$ cat src/rtl/coefficient_loader.sv
// Steps coefficient_num through a new coefficient set, strobing load_coeff per index.
// Optional WAIT_FREE timeout with sticky load_err: define COEFF_LOAD_TIMEOUT_EN.
module coefficient_loader #(
   parameter int NUM_COEFF     = 4,
   parameter int IDX_W         = 2,
   parameter int SETTLE_CYCLES = 1
`ifdef COEFF_LOAD_TIMEOUT_EN
   ,
   parameter int TIMEOUT_CYCLES = 255
`endif
) (
   input  logic             clk,
   input  logic             rst,
   input  logic             new_coefficient_set,
   input  logic             modwait,
   output logic [IDX_W-1:0] coefficient_num,
   output logic             load_coeff,
   output logic             clear_new_coefficient,
`ifdef COEFF_LOAD_TIMEOUT_EN
   output logic             load_err,
`endif
   output logic             loader_busy
);

   localparam logic [2:0] IDLE      = 3'd0;
   localparam logic [2:0] WAIT_FREE = 3'd1;
   localparam logic [2:0] LOAD      = 3'd2;
   localparam logic [2:0] SETTLE    = 3'd3;
   localparam logic [2:0] CLEAR     = 3'd4;
   localparam logic [2:0] DONE      = 3'd5;

   localparam int SW = (SETTLE_CYCLES > 1) ? $clog2(SETTLE_CYCLES) : 1;
   localparam logic [SW-1:0]    SETTLE_LAST = SW'(SETTLE_CYCLES - 1);
   localparam logic [IDX_W-1:0] IDX_LAST    = IDX_W'(NUM_COEFF - 1);

   logic [2:0]       state, state_n;
   logic [IDX_W-1:0] idx, idx_n;
   logic [SW-1:0]    scnt, scnt_n;

`ifdef COEFF_LOAD_TIMEOUT_EN
   localparam int TW = $clog2(TIMEOUT_CYCLES + 1);
   localparam logic [TW-1:0] TO_LAST = TW'(TIMEOUT_CYCLES - 1);

   logic [TW-1:0] tcnt, tcnt_n;
   logic          err, err_n;
   logic          timeout;

   assign timeout = (state == WAIT_FREE) && modwait && (tcnt == TO_LAST);
`endif

   always_comb begin
      state_n = state;
      idx_n   = idx;
      scnt_n  = scnt;
      case (state)
         IDLE: begin
            if (new_coefficient_set) begin
               state_n = WAIT_FREE;
               idx_n   = '0;
            end
         end
         WAIT_FREE: begin
            if (!modwait) begin
               state_n = LOAD;
            end
`ifdef COEFF_LOAD_TIMEOUT_EN
            else if (timeout) begin
               state_n = CLEAR;
            end
`endif
         end
         LOAD: begin
            state_n = SETTLE;
            scnt_n  = '0;
         end
         SETTLE: begin
            if (scnt == SETTLE_LAST) begin
               if (idx == IDX_LAST) begin
                  state_n = CLEAR;
               end else begin
                  idx_n   = idx + 1'b1;
                  state_n = WAIT_FREE;
               end
            end else begin
               scnt_n = scnt + 1'b1;
            end
         end
         CLEAR: begin
            state_n = DONE;
         end
         DONE: begin
            // hold here until the slave drops its flag, so the clear lag cannot retrigger
            if (!new_coefficient_set) begin
               state_n = IDLE;
               idx_n   = '0;
            end
         end
         default: begin
            state_n = IDLE;
            idx_n   = '0;
         end
      endcase
   end

`ifdef COEFF_LOAD_TIMEOUT_EN
   always_comb begin
      tcnt_n = '0;
      err_n  = err;
      if (state == WAIT_FREE && state_n == WAIT_FREE) begin
         tcnt_n = tcnt + 1'b1;
      end
      if (state == IDLE && new_coefficient_set) begin
         err_n = 1'b0;
      end else if (timeout) begin
         err_n = 1'b1;
      end
   end

   always_ff @(posedge clk or posedge rst) begin
      if (rst) begin
         tcnt <= '0;
         err  <= 1'b0;
      end else begin
         tcnt <= tcnt_n;
         err  <= err_n;
      end
   end

   assign load_err = err;
`endif

   always_ff @(posedge clk or posedge rst) begin
      if (rst) begin
         state <= IDLE;
         idx   <= '0;
         scnt  <= '0;
      end else begin
         state <= state_n;
         idx   <= idx_n;
         scnt  <= scnt_n;
      end
   end

   assign coefficient_num       = (state == IDLE) ? '0 : idx;
   assign load_coeff            = (state == LOAD);
   assign clear_new_coefficient = (state == CLEAR);
   assign loader_busy           = (state != IDLE);

endmodule

$ cat config.mk
export PLATFORM = sky130hd
export DESIGN_NAME = coefficient_loader
export DESIGN_NICKNAME = d
export VERILOG_FILES = /design/src/rtl/coefficient_loader.sv
export SDC_FILE = /design/constraint.sdc
export NUM_CORES = 1
export LEC_CHECK = 0
export ABC_AREA = 1
export ABC_CLOCK_PERIOD_IN_PS = 2750
export BUFFER_PORTS_ARGS = -buffer_cell sky130_fd_sc_hd__buf_4
export CORE_AREA = 2 2 39 41
export CTS_CLUSTER_DIAMETER = 100
export DETAILED_ROUTE_END_ITERATION = 16
export DIE_AREA = 0 0 41 43
export SLEW_MARGIN = 20
export SYNTH_ARGS = -nofsm -noshare
export SYNTH_HDL_FRONTEND = slang
export SYNTH_SLANG_ARGS = --single-unit
$ cat constraint.sdc
create_clock -name clk -period 2.75 [get_ports clk]
set_input_delay 0.1375 -clock clk [delete_from_list [all_inputs] [get_ports clk]]
set_output_delay 0.1375 -clock clk [all_outputs]
set_load 0.1 [all_outputs]
==> key figures, run 1 <==
Route
  – First-pass DRT Iterations: 1
  – Post-route ant nets: 0
  – Via count: 344
  – DR WL/cell: 9.78 µm
  – Total Wirelength: 782 µm
  – Vias per Instance: 4.30
  – Iteration-0 DRC Markers: 0
  – DRC errors left: 0

Power
  – Combinational power share: 61.6%
  – Internal: 243 µW
  – NetSw: ~310 µW
  – Max IR drop VDD: approximately 0.43 mV
  – Pwr Density: 1110 nW/µm²
  – Seq pwr share: 23.0%
  – Leakage power: 0.000274 µW
  – Clock share of power: 15.3%
  – Total power: around 560 µW
  – Sw Share: 56.4%

Synth
  – Post-synth EDFFs: 0
  – XOR/XNOR Fraction of Synth Area: 0%
  – Adder-cell share of the synthesized area: approximately 3.2%
  – Top-area cell type share of the netlist area: 31.5%
  – Post-synthesis mux area share: 0%
  – Yosys warnings: 0
  – Largest family of logic cells by synthesized area: simple AND/OR/NAND/NOR gates
  – Post-synth ARST share: between 90% and 100%
  – Dominant cells by area after synthesis: dfrtp_1 (32%), nand2_2 (11%), inv_1 (6.6%), nand3_1 (6.3%), nand2_1 (5.7%)
  – Most instantiated cells after synthesis: inv_1 (7), nand2_2 (7), nand2_1 (6)
  – Distinct cells, synth: 19
  – Syn Inst Count: 52
  – Synth Area in Simple Gates: 44.5%
  – Commonest register cell after synthesis: dfrtp_1
  – Syn_nets: 57
  – Number of synthesized register bits: 5
  – Mean area per synthesized cell: 7.63 µm²
  – Netlist Area Pre-Place: 397 µm²
  – Compound-gate portion of the synthesized area: under 10%
  – Sequential element share of the synthesized area: roughly a third
  – Post-synth top area cell: dfrtp_1

Layout
  – Share of cells above drive strength 1: 45.3%
  – Register area: 125 µm²
  – Final Net Count: 70
  – # fillers: about 150
  – Area Growth Syn to Fin: 26.5%
  – Multi-input gate area: about 220 µm²
  – Fin area: around 500 µm²
  – # diodes: 0
  – Fin cells: 80

Clock network
  – Clk slew on worst S/H paths: about 0.04 ns
  – CTS H-Tree Depth: 1
  – Clock Sinks: 5
  – Root Buffer: clkbuf_4
  – CTS tree: built
  – CTS Buf Count: 3
  – Clock Path Buffers: 2
  – Later-pin clock latency in the skew report: approximately 0.24 ns

Timing
  – Worst Skew: 0.000528 ns
  – Min Clock Period, post-route: 1.51 ns
  – Relative slew slack: 79.1%
  – Setup Viol. Count Final: 0
  – Peak Freq: 664 MHz
  – Final Hold Fails: 0
  – Worst-margin pin slew: 0.314 ns
  – Slew Limit Fails: 0
  – Setup tns final: 0 ns
  – RSZ-0062 raised after global routing: false
  – Final period utilization: between 50 and 60%

Setup path
  – Required @ worst endpoint: 2.61 ns
  – CP startpoint kind: register
  – R2R Path Start: idx[0]
  – Setup slack, reg-to-reg: 1.53 ns
  – CP Data Arrival Time: ~1.4 ns
  – Crit. End Element: output pin
  – Cells on worst reg2reg path: 7
  – R2r endpoint: idx[1]
  – Max FO, Critical Path: 9
  – WS Path Type: register to output pin

Flow run
  – Max Cap Viol: 0

GRT
  – Gr ovfl total: 0
  – First-pass GRT wire length: 1.29 mm
  – Antenna violations before repair: 0
  – Largest net degree at the start of global routing: 10
  – GRT Overall Usage: 11.5%
  – Vias in the first global route: 320

Place
  – Placer Congestion: 0.715
  – Placed insts: 75
  – DPL Wire Length: 603 µm
  – PortBufs: 8
  – DP Area: 465 µm²

Die
  – Die width: 41 µm
  – Die Y-Extent: 43 µm
  – Die area: 1760 µm²
  – Starting Density: 28.7%
  – FP Rows: 14
  – I/O pin cnt: 9
  – Core area: 1380 µm²

Worst hold path
  – Hold path start: new_coefficient_set
  – HP Class: primary input to register
  – WHS Endpoint: state[2]
  – Hold path cells: 3

Status
  – Outcome: complete, no violations
registers in the layout (all words and copies together), names as in the netlist:
| signal | flops |
|---|---|
| idx | 2 |
| state | 3 |
layer usage:
| metal | up-vias | track usage, % | wire length [µm] |
|---|---|---|---|
| li1 | 184 | - | - |
| met1 | 149 | 12.3 | 311 |
| met4 | 0 | 4.00 | 14 |
| met3 | 2 | 6.81 | 51 |
| met5 | - | 0 | 0 |
| met2 | 9 | 17.8 | 405 |
power by group through the flow:
stage | combinational, µW | clock (µW) | sequential, µW
6_report | 343 | 85.5 | 128
5_1_grt | 372 | 93.4 | 134
4_1_cts | 348 | 88.6 | 128
3_5_place_dp | 342 | 0 | 129
3_3_place_gp | 340 | 0 | 128
2_1_floorplan | 323 | 0 | 108
cell families after synthesis:
logic type / after synthesis
AND/OR/NAND/NOR: 30
flip-flops: 5
buffers and inverters: 12
adder cells (fa/ha/maj): 1
AO/OA/AOI/OAI: 4
layout by cell type, fill, tap and decap left out:
cell,netlist,routed
nand3b_1,1,1
nor2_1,4,4
inv_2,4,4
a21oi_2,1,1
o21ai_2,1,1
o21ai_0,1,1
nor2_4,1,1
nand2_1,6,6
nand2_4,2,2
nor2_2,1,1
nand4_1,2,2
buf_4,0,8
nand2_2,7,7
clkbuf_4,0,3
dfrtp_1,5,5
o211ai_1,1,1
nand3_2,1,1
clkbuf_1,0,1
ha_1,1,1
dlygate4sd3_1,0,1
nand3_1,5,5
inv_1,7,7
per-stage QoR:
step,hold WS [ns],setup WS (ns),util (%)
6_report,0.241,1.24,36.3
5_1_grt,0.271,1.13,36.3
4_1_cts,0.244,1.23,36.3
3_5_place_dp,0.0678,1.50,33.6
3_3_place_gp,0.0670,1.53,33.6
2_1_floorplan,-0.0840,0.363,-
critical path, cell delays in order (launching register included):
cell and delay (ns):
dfrtp_1 0.48, nor2_2 0.18, nand2_1 0.12, inv_1 0.07, buf_4 0.28
layout make-up:
class | count | area share [%]
multi-input cells | 35 | 43.6
clock buffers | 4 | 5.24
inverters | 11 | 8.23
repair buffers | 9 | 14.0
flip-flops and latches | 5 | 24.9
well taps | 16 | 3.99
timing repair:
action,CTS,global route
hold buffers,1,0
setup buffers,0,0
hold endpoints to repair,5,0
gates resized for setup,0,0
setup endpoints to repair,0,0
worst max path at each step:
stage                        start               endpoint  slack (ns)  depth (start not counted)
after floorplan           state[0]     coefficient_num[0]        0.36                          5
after global placement    state[0]     coefficient_num[1]        1.53                          5
after detailed placement  state[0]     coefficient_num[1]        1.50                          5
after CTS                 state[0]     coefficient_num[1]        1.23                          5
after global routing      state[0]     coefficient_num[0]        1.13                          5
final                     state[0]  clear_new_coefficient        1.24                          4
(Power assumes the default switching activity.)
==> run 2: changes to the inputs <==
--- a/config.mk
+++ b/config.mk
@@ -6,7 +6,7 @@
 export NUM_CORES = 1
 export LEC_CHECK = 0
 export ABC_AREA = 1
-export ABC_CLOCK_PERIOD_IN_PS = 2750
+export ABC_CLOCK_PERIOD_IN_PS = 1300
 export BUFFER_PORTS_ARGS = -buffer_cell sky130_fd_sc_hd__buf_4
 export CORE_AREA = 2 2 39 41
 export CTS_CLUSTER_DIAMETER = 100
==> constraint.sdc (replaced) <==
create_clock -name clk -period 1.3 [get_ports clk]
set_input_delay 0.065 -clock clk [delete_from_list [all_inputs] [get_ports clk]]
set_output_delay 0.065 -clock clk [all_outputs]
set_load 0.1 [all_outputs]
==> key figures, run 2 (synthesized netlist as in run 1, its figures left out) <==
Status
  – Outcome: complete, but fails checks
  – Failing checks: negative setup slack

Layout
  – Reg with most FFs: state
  – Share of cells above drive strength 1: 65.3% (+20 points)
  – Core Util, Final: 52.6% (+16 points)
  – Most frequent cells in the layout: buf_4 (13), nand2_4 (5), inv_1 (5), nand2_1 (5)
  – Fin cells: 91 (+14%)
  – Biggest regs: state x3, idx x2
  – Area Growth Syn to Fin: 83.6%
  – # diodes: 0 (unchanged)
  – Final Net Count: 81 (+16%)
  – Max FFs per register: 3 (unchanged)
  – # fillers: 128 (-17%)
  – Commonest non-fill, non-tap cell in the layout: buf_4

Clock network
  – CTS tree: built
  – CTS H-Tree Depth: 1 (unchanged)
  – Root Buffer: clkbuf_4
  – Clk slew on worst S/H paths: 0.04 ns (about the same)
  – Clock Path Buffers: 2 (unchanged)
  – CTS Buf Count: 3 (unchanged)
  – Clock Sinks: 5 (unchanged)
  – Later-pin clock latency in the skew report: 0.24 ns (about the same)

Setup path
  – CP startpoint kind: register
  – Setup slack, reg-to-reg: 0.01 ns (-1.52 ns)
  – R2R Path Start: state[2]
  – R2r endpoint: state[0]
  – Cells on worst reg2reg path: 9 (+2)
  – Max FO, Critical Path: 5 (-4)
  – Required @ worst endpoint: 1.24 ns (-1.37 ns)
  – WS Path Type: register to output pin
  – Crit. End Element: output pin
  – CP Data Arrival Time: 1.25 ns (-0.12 ns)

GRT
  – GRT Overall Usage: 12.1% (+0.65 points)
  – Gr ovfl total: 0 (unchanged)
  – Antenna violations before repair: 0 (unchanged)
  – Vias in the first global route: 386 (+21%)
  – Largest net degree at the start of global routing: 7 (-3)
  – First-pass GRT wire length: 1.42 mm (+10%)

Timing
  – Setup Viol. Count Final: 2 (+2)
  – Peak Freq: 761 MHz
  – Final period utilization: 101%
  – Worst-margin pin slew: 0.277 ns (-0.0365 ns)
  – RSZ-0062 raised after global routing: true
  – Slew Limit Fails: 0 (unchanged)
  – Relative slew slack: 81.7% (+2.6 points)
  – Final Hold Fails: 0 (unchanged)
  – Worst Skew: 0.00308 ns (+0.00255 ns)
  – Setup slack after layout: -0.0136 ns (-1.26 ns)
  – Min Clock Period, post-route: ~1.3 ns

Route
  – Post-route ant nets: 0 (unchanged)
  – Total Wirelength: 1.01 mm (+29%)
  – Vias per Instance: 4.45 (+3.5%)
  – Iteration-0 DRC Markers: 3 (+3)
  – DR WL/cell: 11.1 µm (+13%)
  – Via count: 405 (+18%)
  – DRC errors left: 0 (unchanged)
  – First-pass DRT Iterations: 2 (+1)

Place
  – DPL Wire Length: 694 µm (+15%)
  – Placer Congestion: 0.680 (-4.9%)
  – PortBufs: 8 (unchanged)
  – Placed insts: 78 (+4.0%)
  – Worst slack, placed: 0.0560 ns (-1.44 ns)

Power
  – NetSw: 848 µW (+170%)
  – Total power: 1600 µW (+190%)
  – Max IR drop VDD: 0.723 mV (+69%)
  – Combinational power share: 72.9% (+11 points)
  – Pwr Density: 2200 nW/µm² (+98%)
  – Leakage power: 0.000342 µW (+25%)
  – Clock share of power: 10.9% (-4.4 points)
  – Sw Share: 53.0% (-3.4 points)
  – Seq pwr share: 16.2% (-6.8 points)
  – Internal: 751 µW (+210%)

Die
  – Die width: 41 µm (unchanged)
  – I/O pin cnt: 9 (unchanged)
  – Die Y-Extent: 43 µm (unchanged)
  – Starting Density: 28.7% (unchanged)
  – FP Rows: 14 (unchanged)
  – Core area: 1380 µm² (unchanged)
  – Die area: 1760 µm² (unchanged)

Worst hold path
  – Hold path start: modwait
  – Hold path cells: 4 (+1)
  – HP Class: primary input to register
  – WHS Endpoint: state[1]

Flow run
  – Max Cap Viol: 0 (unchanged)
[run 2: cell types whose count changed in the layout (fill, tap and decap cells not counted), sizes merged]
| cell | change |
|---|---|
| buf | +11 |
| clkinvlp | +2 |
| inv | -2 |
[run 2: worst max-delay path: stages, from the launching register on]
cell and delay [ns]:
dfrtp_1 0.39, inv_2 0.15, buf_6 0.15, nand2_8 0.06, inv_6 0.07, nor2_4 0.04, buf_12 0.16
[run 2: how the worst max path moves through the flow]
| stage | start | to | slack (ns) | cells after the start |
|---|---|---|---|---|
| floorplan | state[0] | coefficient_num[0] | -0.007 | 5 |
| global placement | state[0] | idx[1] | 0.09 | 7 |
| detailed placement | state[0] | clear_new_coefficient | 0.06 | 4 |
| CTS | state[1] | coefficient_num[1] | -0.02 | 5 |
| global route | state[2] | coefficient_num[1] | -0.06 | 6 |
| finish | state[2] | coefficient_num[1] | -0.01 | 6 |
[run 2: cell type report]
| cell class | count | area, µm² | share of cell area, % |
|---|---|---|---|
| multi-input cells | 35 | 295 | 40.5 |
| flip-flops and latches | 5 | 128 | 17.5 |
| repair buffers | 20 | 205 | 28.2 |
| clock buffers | 4 | 26.3 | 3.61 |
| well taps | 16 | 20.0 | 2.75 |
| inverters | 11 | 53.8 | 7.39 |
[run 2: layer usage]
layer  vias up  GRT usage, %  wire length (µm)
li1        209             -                 -
met1       191          13.4               416
met2         5          19.1               573
met3         0          1.57                18
met4         0          10.0                 0
met5         -             0                 0
[run 2: stage by stage]
stage	hold slack, ns	TNS [ns]	cell area [µm²]
floorplan	-0.157	-0.0139	444
global placement	-0.0248	0	536
detailed placement	-0.0196	0	536
CTS	0.216	-0.0527	661
global route	0.249	-0.342	728
finish	0.227	-0.0257	728
[run 2: repair_timing]
action,in CTS,in global routing
resized for setup,15,7
pin swaps,4,8
endpoints found under the setup margin,4,8
setup buffers,4,4
hold buffers,1,0
hold endpoints to repair,5,0
[run 2: power groups by stage]
stage	Clock, µW	Combinational, µW	Sequential [µW]
finish	174	1170	259
global route	189	1240	266
CTS	188	1030	262
detailed placement	0	891	270
global placement	0	884	268
floorplan	0	798	234
==> run 3: changes to the inputs <==
--- a/config.mk
+++ b/config.mk
@@ -6,12 +6,12 @@
 export NUM_CORES = 1
 export LEC_CHECK = 0
 export ABC_AREA = 1
-export ABC_CLOCK_PERIOD_IN_PS = 1300
-export BUFFER_PORTS_ARGS = -buffer_cell sky130_fd_sc_hd__buf_4
+export ABC_CLOCK_PERIOD_IN_PS = 1500
 export CORE_AREA = 2 2 39 41
 export CTS_CLUSTER_DIAMETER = 100
 export DETAILED_ROUTE_END_ITERATION = 16
 export DIE_AREA = 0 0 41 43
+export DONT_BUFFER_PORTS = 1
 export SLEW_MARGIN = 20
 export SYNTH_ARGS = -nofsm -noshare
 export SYNTH_HDL_FRONTEND = slang
==> constraint.sdc (replaced) <==
create_clock -name clk -period 1.5 [get_ports clk]
set_input_delay 0.075 -clock clk [delete_from_list [all_inputs] [get_ports clk]]
set_output_delay 0.075 -clock clk [all_outputs]
set_load 0.1 [all_outputs]
==> key figures, run 3 (synthesized netlist as in run 1, its figures left out) <==
Power
  – Pwr Density: 2020 nW/µm² (-7.9%)
  – Total power: 1120 µW (-30%)
  – Clock share of power: 14.4% (+3.5 points)
  – Max IR drop VDD: 1.01 mV (+40%)
  – Internal: 497 µW (-34%)
  – Seq pwr share: 22.3% (+6.1 points)
  – Combinational power share: 63.3% (-9.6 points)
  – Sw Share: 55.8% (+2.7 points)
  – NetSw: 627 µW (-26%)
  – Leakage power: 0.000273 µW (-20%)

Route
  – Iteration-0 DRC Markers: 1 (-2)
  – DRC errors left: 0 (unchanged)
  – Post-route ant nets: 0 (unchanged)
  – Vias per Instance: 4.45 (about the same)
  – Via count: 343 (-15%)
  – Total Wirelength: 823 µm (-18%)
  – DR WL/cell: 10.7 µm (-3.4%)
  – First-pass DRT Iterations: 4 (+2)

Timing
  – Hold Slack: 0.0572 ns (-0.170 ns)
  – Worst Skew: 0.000404 ns (-0.00267 ns)
  – RSZ-0062 raised after global routing: false
  – Worst-margin pin slew: 0.277 ns (-0.000170 ns)
  – Final Hold Fails: 0 (unchanged)
  – Setup tns final: 0 ns (+0.0257 ns)
  – Relative slew slack: 81.7% (about the same)
  – Peak Freq: between 700 and 800 MHz
  – Setup slack after layout: 0.128 ns (+0.141 ns)
  – Min Clock Period, post-route: 1.37 ns
  – Final period utilization: 91.5%
  – Slew Limit Fails: 0 (unchanged)
  – Setup Viol. Count Final: 0 (-2)

Die
  – I/O pin cnt: 9 (unchanged)
  – Die width: 41 µm (unchanged)
  – Die Y-Extent: 43 µm (unchanged)
  – Core area: 1380 µm² (unchanged)
  – Die area: 1760 µm² (unchanged)
  – Starting Density: 28.7% (unchanged)
  – FP Rows: 14 (unchanged)

Worst hold path
  – HP Class: primary input to register
  – Hold path cells: 2 (-2)

Clock network
  – Clock Sinks: 5 (unchanged)
  – Later-pin clock latency in the skew report: 0.24 ns (about the same)
  – Root Buffer: clkbuf_4
  – Clock Path Buffers: 2 (unchanged)
  – Clk slew on worst S/H paths: 0.05 ns (about the same)
  – CTS Buf Count: 3 (unchanged)
  – CTS tree: built
  – CTS H-Tree Depth: 1 (unchanged)

Layout
  – Final Net Count: 67 (-17%)
  – Max FFs per register: 3 (unchanged)
  – Multi-input gate area: 244 µm² (-17%)
  – # diodes: 0 (unchanged)
  – # fillers: 141 (+10%)
  – Most frequent cells in the layout: inv_1 (7), nand2_2 (6), nand2_1 (6)
  – Fin cells: 77 (-15%)
  – Register area: 126 µm² (-0.98%)
  – Area Growth Syn to Fin: 40.1%
  – Reg with most FFs: state
  – Biggest regs: state x3, idx x2
  – Commonest non-fill, non-tap cell in the layout: inv_1
  – Share of cells above drive strength 1: 47.5% (-18 points)

GRT
  – Vias in the first global route: 324 (-16%)
  – Gr ovfl total: 0 (unchanged)
  – Largest net degree at the start of global routing: 10 (+3)
  – First-pass GRT wire length: 1.48 mm (+4.4%)
  – GRT Overall Usage: 12.6% (+0.48 points)
  – Antenna violations before repair: 0 (unchanged)

Place
  – Placer Congestion: 0.778 (+14%)
  – Placed insts: 72 (-7.7%)
  – DPL Wire Length: 660 µm (-4.9%)
  – Worst slack, placed: 0.255 ns (+0.199 ns)
  – PortBufs: 0 (-8)

Flow run
  – Max Cap Viol: 0 (unchanged)

Status
  – Outcome: complete, no violations

Setup path
  – Max FO, Critical Path: 8 (+3)
  – WS Path Type: register to output pin
  – CP startpoint kind: register
  – CP Data Arrival Time: 1.30 ns (+0.05 ns)
  – Required @ worst endpoint: 1.42 ns (+0.18 ns)
  – Cells on worst reg2reg path: 7 (-2)
  – Crit. End Element: output pin
-- run 3: changes by cell type in the layout (fill, tap and decap cells not counted), moves of 2 or more --
cell,delta
buf_4,-12
buf_6,-2
clkinvlp_4,-2
inv_1,+2
nand2_2,+2
nand2_4,-2
nand3_1,+2
nand3_4,-2
-- run 3: final timing paths --
check | to | start | slack (ns)
max in group asynchronous | state[0] | rst | 1.13
setup reg to reg | idx[1] | idx[0] | 0.29
hold / removal | state[2] | new_coefficient_set | 0.06
min in group asynchronous | idx[1] | rst | 0.18
hold reg to reg | idx[1] | idx[1] | 0.52
setup / recovery | load_coeff | state[2] | 0.13
-- run 3: routing by layer --
| layer | global-route usage, % | up-vias | routed length (µm) |
|---|---|---|---|
| li1 | - | 182 | - |
| met1 | 17.9 | 152 | 374 |
| met2 | 16.3 | 9 | 403 |
| met3 | 4.71 | 0 | 45 |
| met4 | 6.00 | 0 | 0 |
| met5 | 0 | - | 0 |
-- run 3: area by class of cell --
type	count	share of cell area, %
clock buffers	4	4.73
repair buffers	6	17.6
flip-flops and latches	5	22.7
well taps	16	3.60
multi-input cells	35	43.9
inverters	11	7.43
-- run 3: metrics by stage --
step	utilization, %	cell area, µm²
2_1_floorplan	-	417
3_3_place_gp	37.1	513
3_5_place_dp	37.1	513
4_1_cts	39.7	549
5_1_grt	40.1	556
6_report	40.1	556
-- run 3: power by group through the flow --
stage	sequential (µW)	clock, µW	combinational (µW)
floorplan	197	0	627
global placement	240	0	703
detailed placement	242	0	706
CTS	239	176	710
global route	263	182	761
finish	251	162	711
-- run 3: worst max-delay path: stages, from the launching register on --
cell	delay (ns)
dfrtp_1	0.40
inv_2	0.17
nand3_1	0.17
inv_1	0.13
buf_12	0.18
-- run 3: timing repair --
| action | in CTS | in global routing |
|---|---|---|
| buffers inserted | 0 | 0 |
| hold buffers | 1 | 0 |
| hold endpoints to repair | 5 | 0 |
| setup endpoints to repair | 0 | 2 |
| resized for setup | 0 | 2 |
